## src/rtl/cache_mem_arbiter_if.sv

```systemverilog
// Bus bundle between the I/D caches, the refill/writeback arbiter and memory.
// slave: arbiter side; master: cache/memory environment side.
interface cache_mem_arbiter_if #(
  parameter int unsigned LINE_WIDTH = 512
);
  // icache refill
  logic                  i_rd_req;
  logic [31:0]           i_rd_addr;
  logic                  i_rd_rdy;
  logic                  i_ret_valid;
  logic                  i_ret_last;
  logic [31:0]           i_ret_data;
  // dcache refill
  logic                  d_rd_req;
  logic [31:0]           d_rd_addr;
  logic                  d_rd_rdy;
  logic                  d_ret_valid;
  logic                  d_ret_last;
  logic [31:0]           d_ret_data;
  // dcache writeback
  logic                  d_wr_req;
  logic [31:0]           d_wr_addr;
  logic [LINE_WIDTH-1:0] d_wr_data;
  logic                  d_wr_rdy;
  // memory refill
  logic                  m_rd_req;
  logic [31:0]           m_rd_addr;
  logic                  m_rd_rdy;
  logic                  m_ret_valid;
  logic                  m_ret_last;
  logic [31:0]           m_ret_data;
  // memory writeback
  logic                  m_wr_req;
  logic [31:0]           m_wr_addr;
  logic [LINE_WIDTH-1:0] m_wr_data;
  logic                  m_wr_rdy;

  modport slave (
    input  i_rd_req, i_rd_addr, d_rd_req, d_rd_addr, d_wr_req, d_wr_addr, d_wr_data,
           m_rd_rdy, m_ret_valid, m_ret_last, m_ret_data, m_wr_rdy,
    output i_rd_rdy, i_ret_valid, i_ret_last, i_ret_data,
           d_rd_rdy, d_ret_valid, d_ret_last, d_ret_data, d_wr_rdy,
    output m_rd_req, m_rd_addr, m_wr_req, m_wr_addr, m_wr_data
  );

  modport master (
    output i_rd_req, i_rd_addr, d_rd_req, d_rd_addr, d_wr_req, d_wr_addr, d_wr_data,
           m_rd_rdy, m_ret_valid, m_ret_last, m_ret_data, m_wr_rdy,
    input  i_rd_rdy, i_ret_valid, i_ret_last, i_ret_data,
           d_rd_rdy, d_ret_valid, d_ret_last, d_ret_data, d_wr_rdy,
    input  m_rd_req, m_rd_addr, m_wr_req, m_wr_addr, m_wr_data
  );
endinterface

```

## src/rtl/cache_mem_arbiter.sv

```systemverilog
// Shares one memory refill/writeback port between the icache and dcache.
// Refills are arbitrated round-robin (or dcache-first when
// CACHE_ARB_FIXED_PRIO_EN is defined); one dirty line is held in a
// single-entry write buffer, and refills hitting that line are held off.
module cache_mem_arbiter #(
  parameter int unsigned BYTES_PER_LINE = 64
) (
  input  logic               clk,
  input  logic               reset,
  cache_mem_arbiter_if.slave bus
);
  localparam int unsigned WORDS_PER_LINE = BYTES_PER_LINE / 4;
  localparam int unsigned LINE_WIDTH     = WORDS_PER_LINE * 32;
  localparam int unsigned OFFSET_WIDTH   = $clog2(BYTES_PER_LINE);
  localparam int unsigned BEAT_WIDTH     = $clog2(WORDS_PER_LINE);
  localparam logic [31:0] LINE_MASK      = ~32'(BYTES_PER_LINE - 1);

  typedef enum logic [1:0] {R_IDLE, R_REQ, R_BUSY} rd_state_e;
  typedef enum logic [1:0] {OWN_NONE, OWN_I, OWN_D} owner_e;

  rd_state_e             state_q, state_d;
  owner_e                owner_q, owner_d;
  owner_e                last_grant_q, last_grant_d;
  logic [31:0]           rd_addr_q, rd_addr_d;
  logic [BEAT_WIDTH-1:0] beat_q, beat_d;
  logic                  wb_full_q, wb_full_d;
  logic [31:0]           wb_addr_q, wb_addr_d;
  logic [LINE_WIDTH-1:0] wb_data_q, wb_data_d;

  logic i_hazard, d_hazard, i_elig, d_elig, pick_d;
  logic grant_i, grant_d, wb_accept, wb_drain, busy;

  // Hazard detection and refill arbitration among eligible requesters
  always_comb begin
    i_hazard = wb_full_q && (bus.i_rd_addr[31:OFFSET_WIDTH] == wb_addr_q[31:OFFSET_WIDTH]);
    d_hazard = wb_full_q && (bus.d_rd_addr[31:OFFSET_WIDTH] == wb_addr_q[31:OFFSET_WIDTH]);
    i_elig   = bus.i_rd_req && !i_hazard;
    d_elig   = bus.d_rd_req && !d_hazard;
`ifdef CACHE_ARB_FIXED_PRIO_EN
    pick_d   = d_elig;
`else
    pick_d   = d_elig && (!i_elig || (last_grant_q == OWN_I));
`endif
    grant_d  = (state_q == R_IDLE) && pick_d;
    grant_i  = (state_q == R_IDLE) && i_elig && !pick_d;
  end

  // Read FSM next state: grant, wait for memory accept, stream beats
  always_comb begin
    state_d      = state_q;
    owner_d      = owner_q;
    last_grant_d = last_grant_q;
    rd_addr_d    = rd_addr_q;
    beat_d       = beat_q;
    case (state_q)
      R_IDLE: begin
        if (grant_i || grant_d) begin
          state_d      = R_REQ;
          owner_d      = grant_d ? OWN_D : OWN_I;
          last_grant_d = grant_d ? OWN_D : OWN_I;
          rd_addr_d    = (grant_d ? bus.d_rd_addr : bus.i_rd_addr) & LINE_MASK;
          beat_d       = '0;
        end
      end
      R_REQ: begin
        if (bus.m_rd_rdy) state_d = R_BUSY;
      end
      R_BUSY: begin
        if (bus.m_ret_valid) begin
          beat_d = bus.m_ret_last ? '0 : beat_q + BEAT_WIDTH'(1);
          if (bus.m_ret_last) begin
            state_d = R_IDLE;
            owner_d = OWN_NONE;
          end
        end
      end
      default: state_d = R_IDLE;
    endcase
  end

  // Single-entry write buffer: accept only when empty, drain when memory takes it
  always_comb begin
    wb_accept = bus.d_wr_req && !wb_full_q && !reset;
    wb_drain  = wb_full_q && bus.m_wr_rdy;
    wb_full_d = wb_full_q;
    wb_addr_d = wb_addr_q;
    wb_data_d = wb_data_q;
    if (wb_accept) begin
      wb_full_d = 1'b1;
      wb_addr_d = bus.d_wr_addr;
      wb_data_d = bus.d_wr_data;
    end else if (wb_drain) begin
      wb_full_d = 1'b0;
    end
  end

  // Output decode; return beats only reach the owner while a refill is streaming
  always_comb begin
    busy            = (state_q == R_BUSY);
    bus.i_rd_rdy    = grant_i && !reset;
    bus.d_rd_rdy    = grant_d && !reset;
    bus.d_wr_rdy    = !wb_full_q && !reset;
    bus.m_rd_req    = (state_q == R_REQ);
    bus.m_rd_addr   = rd_addr_q;
    bus.i_ret_valid = busy && (owner_q == OWN_I) && bus.m_ret_valid;
    bus.d_ret_valid = busy && (owner_q == OWN_D) && bus.m_ret_valid;
    bus.i_ret_last  = bus.i_ret_valid && bus.m_ret_last;
    bus.d_ret_last  = bus.d_ret_valid && bus.m_ret_last;
    bus.i_ret_data  = bus.m_ret_data;
    bus.d_ret_data  = bus.m_ret_data;
    bus.m_wr_req    = wb_full_q;
    bus.m_wr_addr   = wb_addr_q;
    bus.m_wr_data   = wb_data_q;
  end

  // State registers with synchronous reset
  always_ff @(posedge clk) begin
    if (reset) begin
      state_q      <= R_IDLE;
      owner_q      <= OWN_NONE;
      last_grant_q <= OWN_I;
      rd_addr_q    <= '0;
      beat_q       <= '0;
      wb_full_q    <= 1'b0;
      wb_addr_q    <= '0;
      wb_data_q    <= '0;
    end else begin
      state_q      <= state_d;
      owner_q      <= owner_d;
      last_grant_q <= last_grant_d;
      rd_addr_q    <= rd_addr_d;
      beat_q       <= beat_d;
      wb_full_q    <= wb_full_d;
      wb_addr_q    <= wb_addr_d;
      wb_data_q    <= wb_data_d;
    end
  end
endmodule

```

## src/flat_wrapper.sv

```systemverilog
// flat-port wrapper written by rule: the top's interface ports become plain ports
module cache_mem_arbiter_flat 
#(
  parameter int unsigned BYTES_PER_LINE = 64
)
  (clk, reset, bus_i_rd_req, bus_i_rd_addr, bus_d_rd_req, bus_d_rd_addr, bus_d_wr_req, bus_d_wr_addr, bus_d_wr_data, bus_m_rd_rdy, bus_m_ret_valid, bus_m_ret_last, bus_m_ret_data, bus_m_wr_rdy, bus_i_rd_rdy, bus_i_ret_valid, bus_i_ret_last, bus_i_ret_data, bus_d_rd_rdy, bus_d_ret_valid, bus_d_ret_last, bus_d_ret_data, bus_d_wr_rdy, bus_m_rd_req, bus_m_rd_addr, bus_m_wr_req, bus_m_wr_addr, bus_m_wr_data);
  cache_mem_arbiter_if #(.LINE_WIDTH((512))) bus_i ();
  input  logic clk;
  input  logic reset;
  input wire logic [$bits(bus_i.i_rd_req)-1:0] bus_i_rd_req;
  input wire logic [$bits(bus_i.i_rd_addr)-1:0] bus_i_rd_addr;
  input wire logic [$bits(bus_i.d_rd_req)-1:0] bus_d_rd_req;
  input wire logic [$bits(bus_i.d_rd_addr)-1:0] bus_d_rd_addr;
  input wire logic [$bits(bus_i.d_wr_req)-1:0] bus_d_wr_req;
  input wire logic [$bits(bus_i.d_wr_addr)-1:0] bus_d_wr_addr;
  input wire logic [$bits(bus_i.d_wr_data)-1:0] bus_d_wr_data;
  input wire logic [$bits(bus_i.m_rd_rdy)-1:0] bus_m_rd_rdy;
  input wire logic [$bits(bus_i.m_ret_valid)-1:0] bus_m_ret_valid;
  input wire logic [$bits(bus_i.m_ret_last)-1:0] bus_m_ret_last;
  input wire logic [$bits(bus_i.m_ret_data)-1:0] bus_m_ret_data;
  input wire logic [$bits(bus_i.m_wr_rdy)-1:0] bus_m_wr_rdy;
  output wire logic [$bits(bus_i.i_rd_rdy)-1:0] bus_i_rd_rdy;
  output wire logic [$bits(bus_i.i_ret_valid)-1:0] bus_i_ret_valid;
  output wire logic [$bits(bus_i.i_ret_last)-1:0] bus_i_ret_last;
  output wire logic [$bits(bus_i.i_ret_data)-1:0] bus_i_ret_data;
  output wire logic [$bits(bus_i.d_rd_rdy)-1:0] bus_d_rd_rdy;
  output wire logic [$bits(bus_i.d_ret_valid)-1:0] bus_d_ret_valid;
  output wire logic [$bits(bus_i.d_ret_last)-1:0] bus_d_ret_last;
  output wire logic [$bits(bus_i.d_ret_data)-1:0] bus_d_ret_data;
  output wire logic [$bits(bus_i.d_wr_rdy)-1:0] bus_d_wr_rdy;
  output wire logic [$bits(bus_i.m_rd_req)-1:0] bus_m_rd_req;
  output wire logic [$bits(bus_i.m_rd_addr)-1:0] bus_m_rd_addr;
  output wire logic [$bits(bus_i.m_wr_req)-1:0] bus_m_wr_req;
  output wire logic [$bits(bus_i.m_wr_addr)-1:0] bus_m_wr_addr;
  output wire logic [$bits(bus_i.m_wr_data)-1:0] bus_m_wr_data;
  assign bus_i.i_rd_req = bus_i_rd_req;
  assign bus_i.i_rd_addr = bus_i_rd_addr;
  assign bus_i.d_rd_req = bus_d_rd_req;
  assign bus_i.d_rd_addr = bus_d_rd_addr;
  assign bus_i.d_wr_req = bus_d_wr_req;
  assign bus_i.d_wr_addr = bus_d_wr_addr;
  assign bus_i.d_wr_data = bus_d_wr_data;
  assign bus_i.m_rd_rdy = bus_m_rd_rdy;
  assign bus_i.m_ret_valid = bus_m_ret_valid;
  assign bus_i.m_ret_last = bus_m_ret_last;
  assign bus_i.m_ret_data = bus_m_ret_data;
  assign bus_i.m_wr_rdy = bus_m_wr_rdy;
  assign bus_i_rd_rdy = bus_i.i_rd_rdy;
  assign bus_i_ret_valid = bus_i.i_ret_valid;
  assign bus_i_ret_last = bus_i.i_ret_last;
  assign bus_i_ret_data = bus_i.i_ret_data;
  assign bus_d_rd_rdy = bus_i.d_rd_rdy;
  assign bus_d_ret_valid = bus_i.d_ret_valid;
  assign bus_d_ret_last = bus_i.d_ret_last;
  assign bus_d_ret_data = bus_i.d_ret_data;
  assign bus_d_wr_rdy = bus_i.d_wr_rdy;
  assign bus_m_rd_req = bus_i.m_rd_req;
  assign bus_m_rd_addr = bus_i.m_rd_addr;
  assign bus_m_wr_req = bus_i.m_wr_req;
  assign bus_m_wr_addr = bus_i.m_wr_addr;
  assign bus_m_wr_data = bus_i.m_wr_data;
  cache_mem_arbiter #(.BYTES_PER_LINE(BYTES_PER_LINE)) u_core (.clk(clk), .reset(reset), .bus(bus_i));
endmodule
```

## config.mk

```make
export PLATFORM = sky130hd
export DESIGN_NAME = cache_mem_arbiter_flat
export DESIGN_NICKNAME = d
export VERILOG_FILES = /design/src/rtl/cache_mem_arbiter_if.sv /design/src/rtl/cache_mem_arbiter.sv /design/src/flat_wrapper.sv
export SDC_FILE = /design/constraint.sdc
export NUM_CORES = 1
export LEC_CHECK = 0
export BUFFER_PORTS_ARGS = -buffer_cell sky130_fd_sc_hd__buf_2
export CAP_MARGIN = 20
export CORE_AREA = 2 2 511 513
export CTS_BUF_LIST = sky130_fd_sc_hd__clkbuf_2
export DETAILED_ROUTE_END_ITERATION = 10
export DIE_AREA = 0 0 513 515
export PLACE_DENSITY_LB_ADDON = 0.12
export SYNTH_ARGS = -nofsm -noshare
export SYNTH_HDL_FRONTEND = slang
export SYNTH_SLANG_ARGS = --single-unit
```

## constraint.sdc

```tcl
create_clock -name clk -period 3.85 [get_ports clk]
set_input_delay 0.77 -clock clk [delete_from_list [all_inputs] [get_ports clk]]
set_output_delay 0.77 -clock clk [all_outputs]
set_load 0.1 [all_outputs]
```

==> results.cfg, run 1 <==
[outcome]
status = aborted with a tool error
stop_stage = clock tree synthesis
firstError = [ERROR RSZ-0060] Max buffer count reached.

[synth]
synthCells = 2635
yosysSeqAreaShare_pct = 55.1
synth.distinct_cells = 38
synth_edf_count = 0
synth-seq-cells = 577
synth_top_area_share_pct = 55.1
synth_area_leaders = dfxtp_1, nand2_1, o21ai_0
syn_area_per_cell_um2 = 7.95
async_flop_share_pct = 0
syn-cell-area_um2 = 21000
yosys_warnings = 0
synthFlopType = dfxtp_1
synth.largest_area_cell = dfxtp_1

[placed_design]
io_buffers = 1183
gp_congestion = 0.841
dp_hpwl_mm = 128

[clock_network]
cts_hold_buf = 1478
post_cts_resized = 57
ctsHtreeMaxLevel = 4
clock_sink_count = 577
cts_setup_buffers = 6
clock_path_buffers = 3
clockRootBuffer = clkbuf_2
numCtsBuffers = 199

[floorplanning]
std_cell_rows = 187
start_util_pct = 8.11
fp.dieH_um = 515
boundaryPins = 1298
die_w_um = 513
[stage by stage]
step / setup slack (ps) / hold slack, ps / instance area, um^2 / util (%) / instances
after floorplan: -971 / 460 / 21000 / - / 2640
after global placement: 268 / 441 / 30600 / 11.8 / 7027
after detailed placement: 287 / 448 / 30600 / 11.8 / 7027
[synth_stat cells, types with 3 or more instances]
library cell,n
buf_4,72
a21oi_1,3
o21ai_0,545
nand3_1,3
nor2b_1,3
xor2_1,11
nand2_1,1091
nand4_1,10
nor3b_1,28
and2_1,4
nor4_1,3
xnor2_1,41
nor3_1,3
clkbuf_1,185
dfxtp_1,577
a221o_2,19
a221o_1,7
nor2_1,5
[cell families after synthesis]
kind of cell	synth area share, %
AO/OA/AOI/OAI	15.0
flip-flops	55.1
buffers and inverters	6.08
other	0.0179
AND/OR/NAND/NOR	21.6
XOR/XNOR	2.17
==> inputs of run 2 (changes only) <==
Settings changed: CORE_AREA 2 2 511 513 to 2 2 501 503, CTS_BUF_LIST sky130_fd_sc_hd__clkbuf_2 to unset, DIE_AREA 0 0 513 515 to 0 0 503 505, PLACE_DENSITY_LB_ADDON 0.12 to 0.15.
==> results.cfg, run 2 <==
[outcome]
status = complete, no violations

[timing]
fin_setup_tns_ps = 0
finalHoldViolations = 0
skew_ps = 22.6
hold_ws_ps = 254
tightest_slew_ps = 872
period_minus_slack_ps = 3680
fin_crit_sh_pct = 95.5
slew_headroom_pct = 41.8
max_freq_mhz = 272
final-max-slew-violation-count = 0
finalSetupViolCount = 0
rsz0062_at_grt = false

[power]
seq_power_share_pct = 33.1
p_comb_share_pct = 26.7
irDropWorstVdd_uv = 278
clock_power_share_pct = 40.1
power_switching_mw = 8.20
switching_share_pct = 40.5
finalPower_mw = 20.2
p_per_area_nw_per_um2 = 604
p_int_mw = 12.0
p_leak_nw = 14.2

[synth]
synth_top_family_by_area = simple AND/OR/NAND/NOR gates
synth_top_area_share_pct = 55.1
synth_area_leaders = dfxtp_1, nand2_1, o21ai_0
syn_area_per_cell_um2 = 7.95
synth-compound-area-share_pct = 15.0
synth_edf_count = 0
yosysSeqAreaShare_pct = 55.1
synth-seq-cells = 577
yosys_warnings = 0
synthCells = 2635
synth.distinct_cells = 38
synth_common_cells = nand2_1, dfxtp_1, o21ai_0
synthFlopType = dfxtp_1
async_flop_share_pct = 0
yosysMostFrequentCell = nand2_1
synthMuxAreaShare_pct = 0
synth_xor_area_share_pct = 2.17
synth.largest_area_cell = dfxtp_1
synth_simple_gate_area_share_pct = 21.6
synth_fa_ha_area_share_pct = 0
syn-cell-area_um2 = 21000

[global_routing]
met2_usage_pct = 19.3
grt_pass1_vias = 22100
antenna_found_initial = 136
track_usage_pct = 12.0
use_met3_pct = 8.65
busiest_layer = met2
grt_max_degree = 134
grt_pass1_wl_mm = 208
use_met1_pct = 12.6
grt_overflow_total = 0

[clock_network]
numCtsBuffers = 85
tritoncts = done
clock_sink_count = 577
clk_pin_slew_ps = 60
cts_hold_buf = 0
clockRootBuffer = clkbuf_16
ctsHtreeMaxLevel = 3
clock_path_buffers = 3
insertion_delay_ps = 710

[floorplanning]
core_area_um2 = 248000
die_w_um = 503
boundaryPins = 1298
fp.dieH_um = 505
std_cell_rows = 183
start_util_pct = 8.44
dieArea_um2 = 254000

[cells_and_area]
largest_register_ffs = 512
drive_above_1_share_pct = 37.6
finish.utilization_pct = 13.5
fill_cells = 29000
multi_input_area_um2 = 8210
mostFrequentLayoutCells = buf_2, nand2_1, dfxtp_1
register_area_um2 = 11600
synthToLayoutAreaGrowth_pct = 59.7
nets = 4366
mostFrequentLayoutCell = buf_2

[drt]
viasPerCell = 3.14
wl_per_cell_um = 22.4
vias = 22400
wl_mm = 160
first_pass_iters = 5
antenna_left = 0
drtIter0Drc = 1131
post-route-drc-count = 0

[hold_path]
hp-class = input pin to flip-flop

[critical_path]
critPathKind = flip-flop to primary output
critPathMaxFanout = 4
worstPathArrival_ps = 2910
cp-start-kind = flip-flop
crit_chain = xnor2_2 > buf_4 > nand4_1 > or4_4 > o221ai_1 > and4_4 > buf_12
required_ps = 3080
endpoint_kind = primary output
slowest_stage = or4_4
cpPeakStageDelay_ps = 600

[run]
maxCapViolCount = 0

[placed_design]
dp_hpwl_mm = 132
gp_congestion = 0.807
io_buffers = 1183
## run 2: cell counts after synthesis
Identical to the previous run, type by type.
## run 2: layout make-up
cell class	count	share of cell area (%)
well taps	3330	12.4
repair buffers	1251	19.9
diodes	21	0.157
inverters	2	0.0448
flip-flops and latches	577	34.5
multi-input cells	1800	24.5
clock inverters	26	0.931
clock buffers	125	7.43
## run 2: final timing paths
| check | endpoint | slack (ps) | cells after the start | startpoint |
|---|---|---|---|---|
| worst max register to register | u_core.bus.m_rd_addr[28]$_SDFFE_PP0P_ | 990 | 9 | u_core.bus.m_wr_addr[29]$_SDFFE_PP0P_ |
| worst max-delay path | bus_d_rd_rdy | 170 | 7 | u_core.bus.m_wr_addr[29]$_SDFFE_PP0P_ |
| worst min-delay path | u_core.bus.m_wr_data[322]$_SDFFE_PP0P_ | 250 | 3 | bus_d_wr_data[322] |
| worst min register to register | u_core.bus.m_wr_data[503]$_SDFFE_PP0P_ | 450 | 2 | u_core.bus.m_wr_data[503]$_SDFFE_PP0P_ |
## run 2: per-stage QoR
step	setup WS [ps]	cell area, um^2	std cells
after floorplan	-971	21000	2640
after global placement	-109	30600	6960
after detailed placement	-92.3	30600	6960
after CTS	5.07	33400	7111
after global routing	21.2	33400	7115
final	174	33500	7132
## run 2: logic make-up after synthesis
logic type | after synthesis
AOI/OAI and AO/OA | 585
xor gates and xnor gates | 52
buffers and inverters | 263
DFF | 577
other | 1
and+or+nand+nor | 1157
## run 2: what timing repair did
item / CTS / global route
setup buffers: 0 / 0
setup endpoints to repair: 1 / 1
gates resized for setup: 12 / 6
pin swaps: 2 / 1
## run 2: worst max-delay path, delay by kind of cell, from the launching register on
family | cells | cell delay [ps]
xor+xnor | 1 | 160
simple gates | 3 | 1080
compound gates | 1 | 190
flops | 1 | 440
buf+inv | 2 | 340
## run 2: power groups by stage
stage / combinational, mW / clock [mW] / sequential, mW
final: 5.41 / 8.12 / 6.70
after global routing: 5.69 / 8.73 / 6.76
after CTS: 5.51 / 8.54 / 6.71
after detailed placement: 5.50 / 0 / 6.82
after global placement: 5.51 / 0 / 6.82
after floorplan: 1.03 / 0 / 9.98
## run 2: layer usage
metal	share of wire [%]	wire length (um)
met1	36	58400
met5	0.16	253
met2	44	70600
met3	16	25600
met4	3.2	5190
Power figures use the tool's default switching activity.
